===== src/rtl/data_island_scheduler.sv =====
// HDMI data-island scheduler: places preamble, guard bands and 32-cycle
// packet windows inside each line's horizontal blanking, and pops the
// upstream packet queue one cycle ahead of every packet window.
module data_island_scheduler #(
  parameter int LEAD        = 4,
  parameter int TAIL        = 22,
  parameter int MAX_PACKETS = 18,
  parameter int LEN_W       = 12
) (
  input  logic             clk_pixel,
  input  logic             reset,
  input  logic             blank_start,
  input  logic [LEN_W-1:0] blank_len,
  input  logic             packet_pending,
  output logic             packet_pop,
  output logic             island_preamble,
  output logic             island_guard,
  output logic             data_island_period,
  output logic [4:0]       packet_count
);

  localparam int CNT_W = $clog2(LEAD + 8);
  // Whole-island fit: preamble(8) + guards(4) + one packet(32) + TAIL.
  localparam logic [LEN_W:0] FIT_ISLAND = (LEN_W+1)'(44 + TAIL);
  // Next-packet fit evaluated one cycle before pkt_ctr=31, so one extra
  // cycle of remaining blank is required (34+TAIL at pkt_ctr=31).
  localparam logic [LEN_W:0] FIT_NEXT   = (LEN_W+1)'(35 + TAIL);
  localparam logic [4:0]     MAX_PK     = 5'(MAX_PACKETS);

  typedef enum logic [2:0] {
    IDLE, LEADIN, PREAMBLE, GUARD_L, PACKET, GUARD_T, DONE
  } state_t;

  state_t           state;
  logic [LEN_W-1:0] rem_q;
  logic [CNT_W-1:0] cnt;
  logic [4:0]       pkt_ctr;

  logic             start_fire;
  logic [LEN_W-1:0] rem_now;
  logic             island_fit;
  logic             next_fit;

  // blank_start is only honoured between islands; rem_now is the remaining
  // blank count for the current cycle (blank_len-1 on blank cycle 0).
  assign start_fire = blank_start && (state == IDLE || state == DONE);
  assign rem_now    = start_fire ? ((blank_len == '0) ? '0 : blank_len - LEN_W'(1))
                                 : rem_q;
  assign island_fit = packet_pending && ({1'b0, rem_now} >= FIT_ISLAND);
  assign next_fit   = packet_pending && (packet_count < MAX_PK) &&
                      ({1'b0, rem_now} >= FIT_NEXT);

  // Remaining-blank down counter, saturating at zero.
  always_ff @(posedge clk_pixel or negedge reset) begin
    if (!reset) rem_q <= '0;
    else        rem_q <= (rem_now == '0) ? '0 : rem_now - LEN_W'(1);
  end

  // Island sequencer; every output is a register set one cycle ahead.
  always_ff @(posedge clk_pixel or negedge reset) begin
    if (!reset) begin
      state              <= IDLE;
      cnt                <= '0;
      pkt_ctr            <= '0;
      packet_pop         <= 1'b0;
      island_preamble    <= 1'b0;
      island_guard       <= 1'b0;
      data_island_period <= 1'b0;
      packet_count       <= '0;
    end else begin
      case (state)
        IDLE, DONE: begin
          if (blank_start) begin
            packet_count <= '0;
            if (LEAD == 1) begin
              cnt <= '0;
              if (island_fit) begin
                state           <= PREAMBLE;
                island_preamble <= 1'b1;
              end else begin
                state <= DONE;
              end
            end else begin
              state <= LEADIN;
              cnt   <= CNT_W'(1);
            end
          end else if (state == DONE && rem_now == '0) begin
            state <= IDLE;
          end
        end
        LEADIN: begin
          if (cnt == CNT_W'(LEAD - 1)) begin
            cnt <= '0;
            if (island_fit) begin
              state           <= PREAMBLE;
              island_preamble <= 1'b1;
            end else begin
              state <= DONE;
            end
          end else begin
            cnt <= cnt + CNT_W'(1);
          end
        end
        PREAMBLE: begin
          if (cnt == CNT_W'(7)) begin
            state           <= GUARD_L;
            cnt             <= '0;
            island_preamble <= 1'b0;
            island_guard    <= 1'b1;
          end else begin
            cnt <= cnt + CNT_W'(1);
          end
        end
        GUARD_L: begin
          if (cnt == '0) begin
            // Pop lands on the second guard cycle.
            cnt        <= CNT_W'(1);
            packet_pop <= 1'b1;
          end else begin
            state              <= PACKET;
            pkt_ctr            <= '0;
            packet_pop         <= 1'b0;
            island_guard       <= 1'b0;
            data_island_period <= 1'b1;
          end
        end
        PACKET: begin
          pkt_ctr <= pkt_ctr + 5'd1;
          if (pkt_ctr == 5'd0)  packet_count <= packet_count + 5'd1;
          // Continuation is decided here so the pop is visible on pkt_ctr=31.
          if (pkt_ctr == 5'd30) packet_pop <= next_fit;
          if (pkt_ctr == 5'd31) begin
            packet_pop <= 1'b0;
            if (!packet_pop) begin
              state              <= GUARD_T;
              cnt                <= '0;
              data_island_period <= 1'b0;
              island_guard       <= 1'b1;
            end
          end
        end
        GUARD_T: begin
          if (cnt == '0) begin
            cnt <= CNT_W'(1);
          end else begin
            state        <= DONE;
            island_guard <= 1'b0;
          end
        end
        default: state <= IDLE;
      endcase
    end
  end

endmodule


===== config.mk =====
export PLATFORM = sky130hd
export DESIGN_NAME = data_island_scheduler
export DESIGN_NICKNAME = d
export VERILOG_FILES = /design/src/rtl/data_island_scheduler.sv
export SDC_FILE = /design/constraint.sdc
export NUM_CORES = 1
export LEC_CHECK = 0
export CAP_MARGIN = 10
export CORE_AREA = 2 2 72 74
export DETAILED_ROUTE_END_ITERATION = 8
export DIE_AREA = 0 0 74 76
export GPL_ROUTABILITY_DRIVEN = 1
export PLACE_DENSITY = 0.77
export SLEW_MARGIN = 25
export SYNTH_ARGS = -nofsm -noshare
export SYNTH_HDL_FRONTEND = slang
export SYNTH_SLANG_ARGS = --single-unit

===== constraint.sdc =====
create_clock -name clk_pixel -period 4.7 [get_ports clk_pixel]
set_clock_uncertainty 0.05 [all_clocks]
set_input_delay 0.94 -clock clk_pixel [delete_from_list [all_inputs] [get_ports clk_pixel]]
set_output_delay 0.94 -clock clk_pixel [all_outputs]
set_load 0.1 [all_outputs]

==> flow_summary.ini, run 1 <==
[final_layout]
diodes = 0
area_delta_synth_final_pct = 15.8
fin_cells = 395
layout.nets = 351
drive_gt1_share_pct = 9.54

[synthesis]
synth_edf_count = 0
async_reset_ff_share_pct = 100
synth.net_count = 332
synth-adder-area-share_pct = 6.05
yosys.area_share.simple_pct = 25.6
ys_seq_area_share_pct = 31.7
synth_flop_cell = dfrtp_1
yosysUniqueCellTypes = 62
synth_top_area_share_pct = 31.7
yosys_warnings = 0
syn-cell-area_sq_um = 2610
avgSynthCellArea_sq_um = 8.55
synth_compound_area_share_pct = 23.6
synth_top_cell_by_area = dfrtp_1
synth_area_leaders = dfrtp_1 32%, ha_1 5.3%, nor2_1 4.3%, o21ai_0 4.0%, nand2_1 3.7%
synth_top_family_by_area = simple AND/OR/NAND/NOR gates
ys_ff_latch = 33
syn_inst = 305
muxShareOfSynthArea_pct = 2.45
post_synth_xor_area_fraction_pct = 5.38

[clock_network]
cts.path.max_buffers = 2
postCtsResizedCells = 0
insertion_delay_ns = 0.28
root_buffer = clkbuf_8
htreeDepth = 2
cts_tree = built
post_cts_buffers = 0
clkTransAtPathRegs_ns = 0.07
ctsHoldBuffers = 0
clock-sinks = 33
cts_made_buffers = 5

[routing]
firstDrtPassIters = 5
avgViaCountPerCell = 5.89
dr.first_iter.drc_count = 124
antenna_left = 0
totalWireLength_microns = 5870
drc_errors = 0
wire_per_inst_microns = 14.9
vias = 2326

[place]
numPortBuffers = 24
dp.cells = 387
routabilityCongestion = 0.920
hpwl_microns = 4310

[pwr]
ir_drop_mv = 0.629
power.leakage_nw = 1.25
clock_power_share_pct = 16.1
p_int_mw = 1.03
swShare_pct = 47.8
switchingPower_uw = 943
seqPwrFrac_pct = 26.4
power.density_nw_per_um2 = 654
power_frac_comb_pct = 57.5

[min_path]
min_to = data_island_period
hold-path-cell-count = 2
hp-class = reg2reg
hp-start = data_island_period

[sta]
rsz0062_at_grt = false
max_freq_mhz = 245
setup_viol = 0
slew_headroom_pct = 35.1
report.final.slew_viol_count = 0
final.min_clock_period_ns = 4.07
finalHoldViolCount = 0
tightest_slew_ns = 0.970
fin_crit_sh_pct = 86.7
fin_setup_tns_ns = 0

[worst_setup_path]
worstSetupEndpointType = flip-flop
r2r-start = state[1]
crit_arrival_ns = 4.19
worst_setup_path_start_kind = primary input
ff2ff_setup_slack_ns = 1.45
cp_max_fo = 7
worstSetupPathType = in2reg
reg2regPathDepth = 10
cp-startpoint = blank_len[0]
r2r-end = state[1]
cp.required_ns = 4.81

[floorplan]
fp.dieArea_sq_um = 5620
rows = 26
io-pin-count = 25
start_util_pct = 53.1
fp.dieW_microns = 74
die_y_microns = 76
core-area_sq_um = 4910

[grt]
grt_use_met2_pct = 36.9
overflow = 0
top_usage_layer = met2
grtUsageTotal_pct = 22.2
grt.met3_usage_pct = 3.84
grt_pass1_vias = 2231
grt_first_pass_wirelength_microns = 9990
gr-usage-met1_pct = 29.2
antenna_found_initial = 0
grt_max_degree = 34

[flow_run]
timing.max_cap.violations = 0

[outcome]
outcome = finished clean
## flip-flops by register name, summed over array words and instances (netlist names)
signal	flops
data_island_period	1
packet_pop	1
rem_q	12
packet_count	5
pkt_ctr	5
state	3
island_guard	1
cnt	4
island_preamble	1
## worst max-delay path, cell delays in order
cell,delay [ns]
clkdlybuf4s50_1,0.49
inv_1,0.09
ha_1,0.24
nor4b_2,0.29
nand3_1,0.18
nand2_1,0.22
o21a_1,0.19
ha_1,0.22
o311ai_4,0.14
or4_1,0.56
nor3_1,0.14
a2111oi_1,0.10
or3_1,0.38
## stage by stage
step / instance area, sq um / power, mW / hold slack [ns] / utilization (%) / setup WS (ns)
after floorplan: 2610 / 1.40 / 0.424 / - / 1.19
after global routing: 3020 / 2.14 / 0.521 / 61.4 / 0.388
after detailed placement: 2880 / 1.65 / 0.446 / 58.7 / 0.351
after global placement: 2880 / 1.63 / 0.446 / 58.7 / 0.478
final: 3020 / 1.97 / 0.467 / 61.4 / 0.626
after CTS: 3020 / 1.98 / 0.470 / 61.4 / 0.665
## cells by family after synthesis
logic type | after synthesis
compound gates | 84
buf+inv | 31
xor+xnor | 16
simple gates | 122
fa+ha+maj | 13
mux | 6
flops | 33
## area by class of cell
| cell class | count | area (sq um) |
|---|---|---|
| sequential | 33 | 826 |
| tap | 70 | 87.6 |
| fill | 461 | 1890 |
| multi-input combinational | 241 | 1640 |
| inverter | 15 | 56.3 |
| timing repair buffer | 28 | 270 |
| clock buffer | 5 | 68.8 |
| clock inverter | 3 | 65.1 |
## how the worst max path moves through the flow
stage / end / slack, ns
5_1_grt: state[1] / 0.39
4_1_cts: state[1] / 0.67
3_3_place_gp: state[1] / 0.48
2_1_floorplan: state[1] / 1.19
3_5_place_dp: state[1] / 0.35
6_report: state[1] / 0.63
## cells in the final DEF (no fill, tap or decap), types with 2 or more instances in the layout
cell type,instances
o21ai_0,21
o221ai_1,2
mux2i_1,3
o31ai_1,5
inv_1,15
nor2b_1,2
nor3b_1,3
o21a_1,5
and2b_1,2
o41ai_1,2
nand3_1,8
nor4_1,3
and3_1,9
xor2_1,7
o31a_1,2
nor3_1,11
maj3_1,2
or3_1,6
clkdlybuf4s50_1,24
or4_1,2
a21o_1,4
xnor2_1,9
ha_1,11
bufinv_16,2
a211oi_2,2
a31oi_1,3
mux2_2,3
dfrtp_1,33
nor4_2,3
nand4_1,4
o211ai_1,3
buf_4,4
nand2b_1,4
clkbuf_8,5
a22o_1,2
a21oi_1,19
nand2_1,26
nor2_1,30
## Yosys cell counts (2+ instances only)
| master | n |
|---|---|
| a211oi_2 | 2 |
| a21o_1 | 4 |
| a21oi_1 | 19 |
| a22o_1 | 2 |
| a31oi_1 | 3 |
| and2b_1 | 2 |
| and3_1 | 9 |
| buf_2 | 7 |
| clkbuf_1 | 6 |
| dfrtp_1 | 33 |
| ha_1 | 11 |
| inv_1 | 15 |
| maj3_1 | 2 |
| mux2_2 | 3 |
| mux2i_1 | 3 |
| nand2_1 | 26 |
| nand2b_1 | 4 |
| nand3_1 | 8 |
| nand4_1 | 4 |
| nor2_1 | 30 |
| nor2b_1 | 2 |
| nor3_1 | 11 |
| nor3b_1 | 3 |
| nor4_1 | 3 |
| nor4_2 | 3 |
| o211ai_1 | 3 |
| o21a_1 | 5 |
| o21ai_0 | 21 |
| o221ai_1 | 2 |
| o31a_1 | 2 |
| o31ai_1 | 5 |
| o41ai_1 | 2 |
| or3_1 | 6 |
| or4_1 | 2 |
| xnor2_1 | 9 |
| xor2_1 | 7 |
## power groups by stage
stage	clock network [mW]	logic, mW	registers (mW)
2_1_floorplan	0	0.795	0.607
3_3_place_gp	0	1.11	0.522
3_5_place_dp	0	1.12	0.524
4_1_cts	0.326	1.13	0.520
5_1_grt	0.338	1.26	0.542
6_report	0.318	1.13	0.522
## metal layers
metal	vias up	routed length [microns]
li1	1158	-
met1	1096	2630
met2	66	2930
met3	6	263
met4	0	44
met5	-	0
(Power assumes the default switching activity.)
==> run 2, diff against run 1 <==
Settings changed: CTS_CLUSTER_SIZE set to 40.
==> results of run 2 <==
The final DEF is identical to that of run 1; final timing and power are the same.
==> run 3, diff against run 2 <==
Settings changed: CORE_AREA 2 2 72 74 to 2 2 74 76, DIE_AREA 0 0 74 76 to 0 0 76 78, PLACE_DENSITY 0.77 to 0.76.
Clock period 4.7 ns to 3.28 ns, I/O delays scaled along.
==> flow_summary.ini, run 3 (same netlist as run 1, synthesis figures left out) <==
[sta]
holdWs_ns = 0.476
fin_crit_sh_pct = 96.6
rsz0062_at_grt = false
tightest_slew_ns = 0.683
slew_headroom_pct = 54.2
finalHoldViolCount = 0
report.final.slew_viol_count = 0
max_freq_mhz = 316
fin_setup_tns_ns = 0
final.min_clock_period_ns = 3.17
setup_viol = 0

[final_layout]
area_delta_synth_final_pct = 34.0
largest_register = rem_q
layout_common_cells = 73 x buf_4, 33 x dfrtp_1, 30 x nor2_1
final_area_sq_um = 3490
final_common_cell = buf_4
reg_top3 = rem_q (12), packet_count (5), pkt_ctr (5)
fin_cells = 455
diodes = 0
layout.nets = 411
fillers = 425
final_util_pct = 69.3
largest_reg_flops = 12
drive_gt1_share_pct = 29.1

[min_path]
hold-path-cell-count = 2
min_to = data_island_period
hp-start = data_island_period
hp-class = reg2reg

[floorplan]
fp.dieArea_sq_um = 5930
start_util_pct = 51.7
rows = 26
die_y_microns = 78
fp.dieW_microns = 76
core-area_sq_um = 5040
io-pin-count = 25

[clock_network]
cts_made_buffers = 5
clkTransAtPathRegs_ns = 0.08
insertion_delay_ns = 0.29
root_buffer = clkbuf_8
cts_tree = built
clock-sinks = 33
cts.path.max_buffers = 2
htreeDepth = 2

[place]
routabilityCongestion = 0.905
numPortBuffers = 24
dp.cells = 445
placed_cell_area_sq_um = 3300
hpwl_microns = 5230

[pwr]
swShare_pct = 48.4
p_int_mw = 1.59
switchingPower_mw = 1.49
power.density_nw_per_um2 = 883
power.leakage_nw = 1.56
power_frac_comb_pct = 68.0
clock_power_share_pct = 10.0
seqPwrFrac_pct = 22.0
ir_drop_mv = 0.622

[grt]
grtUsageTotal_pct = 24.7
grt_max_degree = 34
grt_first_pass_wirelength_microns = 11900
antenna_found_initial = 0
overflow = 0
grt_pass1_vias = 2576

[routing]
dr.first_iter.drc_count = 117
drc_errors = 0
firstDrtPassIters = 4
antenna_left = 0
wire_per_inst_microns = 15.2
avgViaCountPerCell = 5.65
totalWireLength_microns = 6930
vias = 2571

[worst_setup_path]
worst_setup_path_start_kind = primary input
ff2ff_setup_slack_ns = 0.53
cp.required_ns = 3.40
r2r-end = island_preamble
worstSetupEndpointType = flip-flop
worstSetupPathType = in2reg
crit_arrival_ns = 3.29
r2r-start = state[0]
cp_max_fo = 4
reg2regPathDepth = 13

[outcome]
outcome = finished clean

[flow_run]
timing.max_cap.violations = 0
==> run 3: cell types whose count changed in the layout (fill, tap and decap cells not counted), moves of 2 or more <==
cell,change
clkdlybuf4s50_1,-10
ha_1,-2
bufinv_16,-2
nor4_4,+2
nor3_1,-2
buf_4,+69
==> run 3: worst max-delay path by stage <==
stage,depth (start not counted),end,slack [ns],start
after floorplan,12,state[1],0.05,blank_len[0]
after global placement,13,state[1],-0.26,blank_len[1]
after detailed placement,13,state[1],-0.41,blank_len[1]
after CTS,13,state[1],0.001,blank_len[0]
after global routing,12,state[1],0.007,blank_len[0]
final,10,state[1],0.11,blank_len[10]
==> run 3: final cells by class <==
cell class | instances | area, sq um | share of cell area [%]
Sequential cell | 33 | 826 | 23.6
Timing Repair Buffer | 88 | 697 | 19.9
Clock inverter | 3 | 17.5 | 0.501
Multi-Input combinational cell | 241 | 1740 | 49.8
Inverter | 15 | 56.3 | 1.61
Tap cell | 70 | 87.6 | 2.51
Clock buffer | 5 | 68.8 | 1.97
==> run 3: per-layer routing <==
layer / up-vias / routed length, microns / GRT usage [%]
met2: 47 / 3530 / 44.8
met1: 1241 / 3070 / 29.7
li1: 1271 / - / -
met3: 12 / 191 / 3.72
met5: - / 0 / 0
met4: 0 / 133 / 8.73
==> run 3: metrics by stage <==
stage | setup slack [ns] | power [mW]
final | 0.112 | 3.09
after global routing | 0.00659 | 3.33
after CTS | 0.00146 | 3.03
after detailed placement | -0.411 | 2.68
after global placement | -0.263 | 2.63
after floorplan | 0.0519 | 2.01
==> run 3: worst max-delay path, stage by stage <==
cell             delay [ns]
clkdlybuf4s50_1        0.48
nor4_4                 0.38
buf_4                  0.18
and3_1                 0.30
buf_4                  0.16
a211oi_2               0.04
or4_4                  0.50
nor3_4                 0.12
a2111oi_1              0.09
or3_1                  0.38
==> run 3: repair_timing <==
item,4_1_cts,5_1_grt
pin swaps,5,7
setup buffers,1,1
endpoints found under the setup margin,3,15
resized for setup,7,12
hold buffers,0,0
==> run 3: power by group through the flow <==
stage / logic [mW] / clock network, mW / registers (mW)
floorplan: 1.14 / 0 / 0.869
detailed placement: 1.99 / 0 / 0.686
global placement: 1.95 / 0 / 0.677
finish: 2.10 / 0.309 / 0.680
global route: 2.30 / 0.333 / 0.704
CTS: 2.03 / 0.315 / 0.679
